[src/rtl/uart_boot_loader.sv]
// Boot loader: parses a framed image from the UART byte stream, writes it to memory
// and holds the core in reset until it is accepted. Define LOADER_CHECKSUM_EN for a trailing checksum byte.
module uart_boot_loader #(
  parameter int unsigned MEM_SIZE     = 256,
  parameter logic [7:0]  SYNC_BYTE    = 8'hA5,
  parameter int unsigned TIMEOUT_CLKS = 1000000,
  parameter int unsigned CNT_WIDTH    = 16
) (
  input  logic                 clk,
  input  logic                 reset,
  input  logic [7:0]           rx_data,
  input  logic                 rx_valid,
  output logic [31:0]          mem_addr,
  output logic                 mem_write_en,
  output logic [31:0]          mem_write_val,
  output logic                 core_reset,
  output logic                 load_done,
  output logic                 load_error,
  output logic [CNT_WIDTH-1:0] words_written
);

  localparam int unsigned   TW         = (TIMEOUT_CLKS > 1) ? $clog2(TIMEOUT_CLKS) : 1;
  localparam logic [TW-1:0] TIMER_LAST = TW'(TIMEOUT_CLKS - 1);

  typedef enum logic [2:0] {
    S_IDLE,
    S_ADDR,
    S_CNT,
    S_DATA,
`ifdef LOADER_CHECKSUM_EN
    S_CSUM,
`endif
    S_DONE,
    S_ERROR
  } state_t;

  // State entered once the last payload word (or a zero count) has been taken.
`ifdef LOADER_CHECKSUM_EN
  localparam state_t TAIL = S_CSUM;
`else
  localparam state_t TAIL = S_DONE;
`endif

  state_t               state, state_nxt;
  logic [1:0]           byte_idx;
  logic [31:0]          base;
  logic [CNT_WIDTH-1:0] count;
  logic [23:0]          word_buf;
  logic [TW-1:0]        timer;
`ifdef LOADER_CHECKSUM_EN
  logic [7:0]           csum;
`endif

  logic                 is_sync, in_frame, timed_out, range_bad, last_word;
  logic [CNT_WIDTH-1:0] count_full, ww_inc;
  logic [32:0]          base_ext;

  assign is_sync    = rx_valid && (rx_data == SYNC_BYTE);
  assign count_full = CNT_WIDTH'({rx_data, count[7:0]});
  // 33-bit compare so a base near 2^32 cannot wrap past the memory-size check.
  assign base_ext   = {1'b0, base};
  assign range_bad  = (base_ext >= 33'(MEM_SIZE)) ||
                      ((base_ext + 33'(count_full)) > 33'(MEM_SIZE));
  assign ww_inc     = words_written + CNT_WIDTH'(1);
  assign last_word  = (ww_inc == count);
  assign timed_out  = (timer == TIMER_LAST);

  assign load_done  = (state == S_DONE);
  assign load_error = (state == S_ERROR);
  assign core_reset = (state != S_DONE);

  always_comb begin
    // NOTE: every output of this block gets a default first, so no path can infer a latch.
    state_nxt = state;
    in_frame  = 1'b0;
    case (state)
      S_IDLE, S_ERROR: if (is_sync) state_nxt = S_ADDR;
      S_ADDR: begin
        in_frame = 1'b1;
        if (rx_valid && byte_idx == 2'd3) state_nxt = S_CNT;
      end
      S_CNT: begin
        in_frame = 1'b1;
        if (rx_valid && byte_idx == 2'd1) begin
          if (count_full == '0)  state_nxt = TAIL;
          else if (range_bad)    state_nxt = S_ERROR;
          else                   state_nxt = S_DATA;
        end
      end
      S_DATA: begin
        in_frame = 1'b1;
        if (rx_valid && byte_idx == 2'd3 && last_word) state_nxt = TAIL;
      end
`ifdef LOADER_CHECKSUM_EN
      S_CSUM: begin
        in_frame = 1'b1;
        if (rx_valid) state_nxt = (rx_data == csum) ? S_DONE : S_ERROR;
      end
`endif
      default: ;
    endcase
    if (in_frame && !rx_valid && timed_out) state_nxt = S_IDLE;
  end

  // NOTE: sequential state uses non-blocking assignments so every register samples pre-edge values.
  always_ff @(posedge clk) begin
    if (reset) begin
      state         <= S_IDLE;
      byte_idx      <= '0;
      base          <= '0;
      count         <= '0;
      word_buf      <= '0;
      timer         <= '0;
      mem_addr      <= '0;
      mem_write_en  <= 1'b0;
      mem_write_val <= '0;
      words_written <= '0;
`ifdef LOADER_CHECKSUM_EN
      csum          <= '0;
`endif
    end else begin
      state        <= state_nxt;
      mem_write_en <= 1'b0;
      if (!in_frame || rx_valid || timed_out) timer <= '0;
      else                                    timer <= timer + TW'(1);

      if (rx_valid) begin
        case (state)
          S_IDLE, S_ERROR: if (is_sync) begin
            byte_idx      <= '0;
            words_written <= '0;
`ifdef LOADER_CHECKSUM_EN
            csum          <= '0;
`endif
          end
          S_ADDR: begin
            base     <= {rx_data, base[31:8]};
            byte_idx <= byte_idx + 2'd1;
          end
          S_CNT: begin
            if (byte_idx == 2'd0) begin
              count    <= CNT_WIDTH'(rx_data);
              byte_idx <= 2'd1;
            end else begin
              count    <= count_full;
              byte_idx <= 2'd0;
            end
          end
          S_DATA: begin
            word_buf <= {rx_data, word_buf[23:8]};
            byte_idx <= byte_idx + 2'd1;
            if (byte_idx == 2'd3) begin
              mem_write_val <= {rx_data, word_buf};
              mem_addr      <= base + 32'(words_written);
              mem_write_en  <= 1'b1;
              words_written <= ww_inc;
            end
          end
          default: ;
        endcase
`ifdef LOADER_CHECKSUM_EN
        if (state == S_ADDR || state == S_CNT || state == S_DATA) csum <= csum + rx_data;
`endif
      end
    end
  end

endmodule
[config.mk]
export PLATFORM = sky130hd
export DESIGN_NAME = uart_boot_loader
export DESIGN_NICKNAME = d
export VERILOG_FILES = /design/src/rtl/uart_boot_loader.sv
export SDC_FILE = /design/constraint.sdc
export NUM_CORES = 1
export LEC_CHECK = 0
export ABC_AREA = 1
export CAP_MARGIN = 20
export CORE_MARGIN = 5
export CORE_UTILIZATION = 40
export CTS_BUF_LIST = sky130_fd_sc_hd__clkbuf_4
export CTS_CLUSTER_SIZE = 10
export DETAILED_ROUTE_END_ITERATION = 16
export MAX_ROUTING_LAYER = met4
export SYNTH_ARGS = -nofsm -noshare
export SYNTH_HDL_FRONTEND = slang
export SYNTH_SLANG_ARGS = --single-unit
[constraint.sdc]
create_clock -name clk -period 2.5 [get_ports clk]
set_clock_uncertainty 0.2 [all_clocks]
set_input_delay 0.5 -clock clk [delete_from_list [all_inputs] [get_ports clk]]
set_output_delay 0.5 -clock clk [all_outputs]
set_load 0.1 [all_outputs]
# After elaboration in Yosys (flattened, before gate mapping)
# Cells that the tools add are included.
# word_totals
elab_cells	83
regBits	178
input_bits	11
# op_classes
magnitude_cmp	2
n_reduce_logical	31
n_eq_ne	16
muxes	16
bitwise	2
add_sub_neg	5
# ops
cell	count
16-bit two-way mux	3
32-bit by 16-bit adder with 33-bit output	1
33-bit by 9-bit > comparator with 1-bit output, second input constant	1
32-bit by 16-bit adder with 32-bit output	1
32-bit by 9-bit >= comparator with 1-bit output, second input constant	1
16-bit case mux with 2 select lines	1
20-bit by 1-bit adder with 20-bit output, second input constant	1
20-bit == test, second input constant	1
3-bit two-way mux	6
16-bit by 1-bit adder with 16-bit output, second input constant	1
16-bit == test	1
16-bit zero test	1
3-bit case mux with 4 select lines	1
2-bit inequality test, second input constant	5
3-bit AND reduction	3
8-bit == test, second input constant	1
2-bit OR reduction	4
3-bit by 2-bit == test with 1-bit output, second input constant	2
3-bit == test, second input constant	2
1-bit logical AND	6
2-bit case mux with 3 select lines	1
2-bit AND reduction	3
3-bit OR reduction	2
5-bit AND reduction	1
other kinds (16)	22

# Longest topological paths before layout
# logic_depth
depth_word	7
mapped_depth	21
depth_no_buf	21

# Worst setup path before layout
# No wires, ideal clock.
# synth_timing
kind	reg2reg
from	reg words_written[0]
to	reg mem_addr[28]
path_stages_with_launch	18
arrival_time_ps	3132
required_ps	2185
setup_time_ps	115
path_slack_ps	-947
synth_period_minus_slack_ps	3447
cell_sequence	dfxtp_1 -> ha_1 -> inv_1 -> fa_1 -> o21ai_2 -> nand2_1 -> nand2_1 -> a21oi_1 -> o21ai_2 -> nand3_1 -> nand2_1 -> nand2_1 -> nor2_1 -> nand2_1 -> nand2_1 -> nand2_1 -> o21ai_0 -> inv_1
# synth_between
elab_chain_len	1
# synth_lines
element	line	text
start, declared	19	output logic [CNT_WIDTH-1:0] words_written
start signal, assigned	156	words_written <= ww_inc;
32-bit by 16-bit adder with 32-bit output	154	mem_addr <= base + 32'(words_written);
end signal, assigned	154	
end, declared	13	output logic [31:0] mem_addr,
# Every way passes these cells.
# A chain may end at the register's enable or synchronous reset.

# Worst setup path in the final report
# layout_timing
from	reg base[0]
to	reg mem_addr[24]
# layout_between
elab_chain_len	1
# layout_lines
element	line	text
start, declared	46	logic [31:0] base;
start signal, assigned	137	base <= {rx_data, base[31:8]};
32-bit by 16-bit adder with 32-bit output	154	
# Every way passes these cells.

==> results.sh <==
export IMPL_status="finished, violations left"
export IMPL_violations="setup timing"
export IMPL_critPathLaunchType="flip-flop"
export IMPL_cts_sinks=178
export IMPL_critPathRequiredTime_ns=2.79
export IMPL_syn_avg_cell_area_um2=6.76
export IMPL_cts_buffers=17
export IMPL_pwr_share_clk_pct=22.4
export IMPL_ys_seq_elements=178
export IMPL_p_comb_share_pct=35.7
export IMPL_cts_tree="done"
export IMPL_drt_iter0_markers=704
export IMPL_wl_um=35300
export IMPL_r2r_start="base[0]"
export IMPL_synth_area_leader_cell="dfxtp_1"
export IMPL_maxSlewHeadroom_pct=68.2
export IMPL_switchingPower_mw=3.03
export IMPL_swShare_pct=39.6
export IMPL_worst_setup_path_type="reg2reg"
export IMPL_seqPwrFrac_pct=41.9
export IMPL_hold_class="reg2reg"
export IMPL_cts_root_buf="clkbuf_4"
export IMPL_antenna_found_initial=1
export IMPL_first_pass_iters=5
export IMPL_via_per_inst=5.07
export IMPL_ys_flop_type="dfxtp_1"
export IMPL_syn_area_um2=9890
export IMPL_min_from="word_buf[7]"
export IMPL_synth_edff_count=0
export IMPL_final_cells=2110
export IMPL_dieArea_um2=28000
export IMPL_cp_arrival_ns=3.02
export IMPL_ant_nets=0
export IMPL_setup_violations_final=15
export IMPL_period_needed_ns=2.74
export IMPL_endpoint_kind="flip-flop"
export IMPL_gr_total_overflow=0
export IMPL_fmax_ghz=0.366
export IMPL_fp_row_count=57
export IMPL_final_common_cell="buf_4"
export IMPL_rsz0062_at_grt="yes"
export IMPL_drc=0
export IMPL_dp_cells=2065
export IMPL_synth_top_area_share_pct=36.0
export IMPL_p_leak_nw=6.41
export IMPL_slew_violations=0
export IMPL_grt_use_total_pct=25.2
export IMPL_final_net_count=1822
export IMPL_ys_warnings_count=0
export IMPL_yosysSeqAreaShare_pct=36.0
export IMPL_gp_congestion=1.00
export IMPL_wl_per_cell_um=16.7
export IMPL_final_core_util_pct=56.9
export IMPL_startpoint="base[0]"
export IMPL_drv_cap=0
export IMPL_start_util_pct=40.7
export IMPL_setup_ws_ns=-0.235
export IMPL_yosysUniqueCellTypes=48
export IMPL_p_per_area_nw_per_um2=554
export IMPL_die_w_um=167
export IMPL_mostFrequentLayoutCells="306 x buf_4, 259 x nand2_1, 195 x inv_1, 147 x dfxtp_1, 128 x a21oi_1"
export IMPL_hpwl_um=27300
export IMPL_port_buffers=94
export IMPL_vdd_drop_max_mv=0.430
export IMPL_drive_above_1_share_pct=30.4
export IMPL_synth_fp_nets=1513
export IMPL_hold_ws_ns=0.250
export IMPL_tightest_slew_ns=0.473
export IMPL_synth_area_top_cells="dfxtp_1 36%, nand2_1 11%, inv_1 7.6%, a21oi_1 7.2%, o21ai_0 7.0%"
export IMPL_async_reset_ff_share_pct=0
export IMPL_area_growth_pct=39.9
export IMPL_io_pins=95
export IMPL_grt_start_max_net_pins=77
export IMPL_via_count=10700
export IMPL_finalHoldViolCount=0
export IMPL_coreArea_um2=24300
export IMPL_insertion_delay_ns=0.60
export IMPL_crit_path_max_fanout=3
export IMPL_clk_pin_slew_ns=0.19
export IMPL_netlist_instances=1463
export IMPL_h_tree_depth=4
export IMPL_p_int_mw=4.64
export IMPL_first_global_vias=9939
export IMPL_fin_crit_sh_pct=109
export IMPL_die_y_um=167
export IMPL_power_mw=7.67
export IMPL_grt_pass1_wl_um=54900
export IMPL_clockBufferDepth=2
-- worst paths after layout --
check / endpoint / slack [ns] / depth (start not counted)
worst max-delay path: mem_addr[24] / -0.24 / 16
worst min-delay path: mem_write_val[7] / 0.25 / 2
worst max register to register: mem_addr[24] / -0.24 / 16
worst min register to register: mem_write_val[7] / 0.25 / 2
-- power groups by stage --
stage / Clock (mW) / Combinational (mW) / Sequential, mW
5_1_grt: 1.87 / 3.02 / 3.24
3_3_place_gp: 0 / 2.54 / 3.25
6_report: 1.72 / 2.74 / 3.22
3_5_place_dp: 0 / 2.54 / 3.25
4_1_cts: 1.77 / 2.62 / 3.21
2_1_floorplan: 0 / 1.39 / 3.20
-- worst max-delay path, stage by stage (launching register included) --
cell and delay (ns):
dfxtp_4 0.41, buf_6 0.10, ha_4 0.12, inv_2 0.03, fa_2 0.34, o21ai_2 0.16, nand2_1 0.08, nand2_1 0.10
a21oi_2 0.08, o21ai_2 0.21, nand3_2 0.12, nand2_4 0.14, nand2_4 0.07, nor2_4 0.11, xor2_1 0.16, buf_4 0.16
a21oi_2 0.05
-- layout make-up --
class / instances / area, um^2
Clock inverter: 15 / 163
Sequential cell: 178 / 3640
Fill cell: 2381 / 10500
Multi-Input combinational cell: 1031 / 6030
Inverter: 207 / 781
Clock buffer: 17 / 128
Antenna cell: 1 / 2.50
Timing Repair Buffer: 337 / 2700
Tap cell: 324 / 405
-- registers in the layout (all words and copies together) (netlist names) --
name	flops
mem_write_val	32
words_written	16
byte_idx	2
mem_write_en	1
word_buf	24
timer	20
state	3
count	16
base	32
mem_addr	32
-- stage by stage --
| step | area [um^2] | setup WS [ns] | setup TNS [ns] |
|---|---|---|---|
| 3_5_place_dp | 12700 | -0.735 | -5.89 |
| 4_1_cts | 13400 | -0.132 | -0.610 |
| 6_report | 13800 | -0.235 | -1.77 |
| 5_1_grt | 13800 | -0.329 | -3.86 |
| 2_1_floorplan | 9960 | -0.220 | -0.588 |
| 3_3_place_gp | 12700 | -0.699 | -5.31 |
-- logic make-up after synthesis --
kind of cell,after synthesis,share of synthesized area [%]
fa+ha+maj,39,5.09
flops,178,36.0
buf+inv,254,9.74
compound gates,323,17.5
xor+xnor,38,3.64
simple gates,631,28.0
-- repair_timing --
action	in CTS	in global routing
resized for setup	87	95
hold buffers	0	0
setup endpoints to repair	22	32
buffers inserted	7	6
hold endpoints to repair	0	0
pin swaps	28	24
-- routing by layer --
layer,global-route usage (%),wire [um]
met1,33.2,16100
met2,40.8,16800
met3,3.25,1550
met4,7.20,910
met5,-,0
-- synthesized netlist by cell type, types with 2 or more instances --
cell type / count
nand2_1: 295
inv_1: 199
dfxtp_1: 178
nor2_1: 148
a21oi_1: 142
o21ai_0: 139
nand3_1: 91
clkbuf_1: 39
ha_1: 37
xor2_1: 27
nand4_1: 26
nor3_1: 25
nor4_1: 13
xnor2_1: 9
buf_2: 8
a22oi_1: 7
o211ai_1: 7
o221ai_1: 7
a31oi_1: 5
inv_2: 5
or2_2: 5
nor2_2: 4
o21bai_1: 4
and2_1: 3
clkinv_1: 3
nand3b_1: 3
nor3_4: 3
nor3b_1: 3
a21boi_0: 2
and3_1: 2
fa_1: 2
nand3_2: 2
nor3_2: 2
o21ai_1: 2
o21ai_2: 2
xnor3_1: 2
Power figures use the tool's default switching activity.
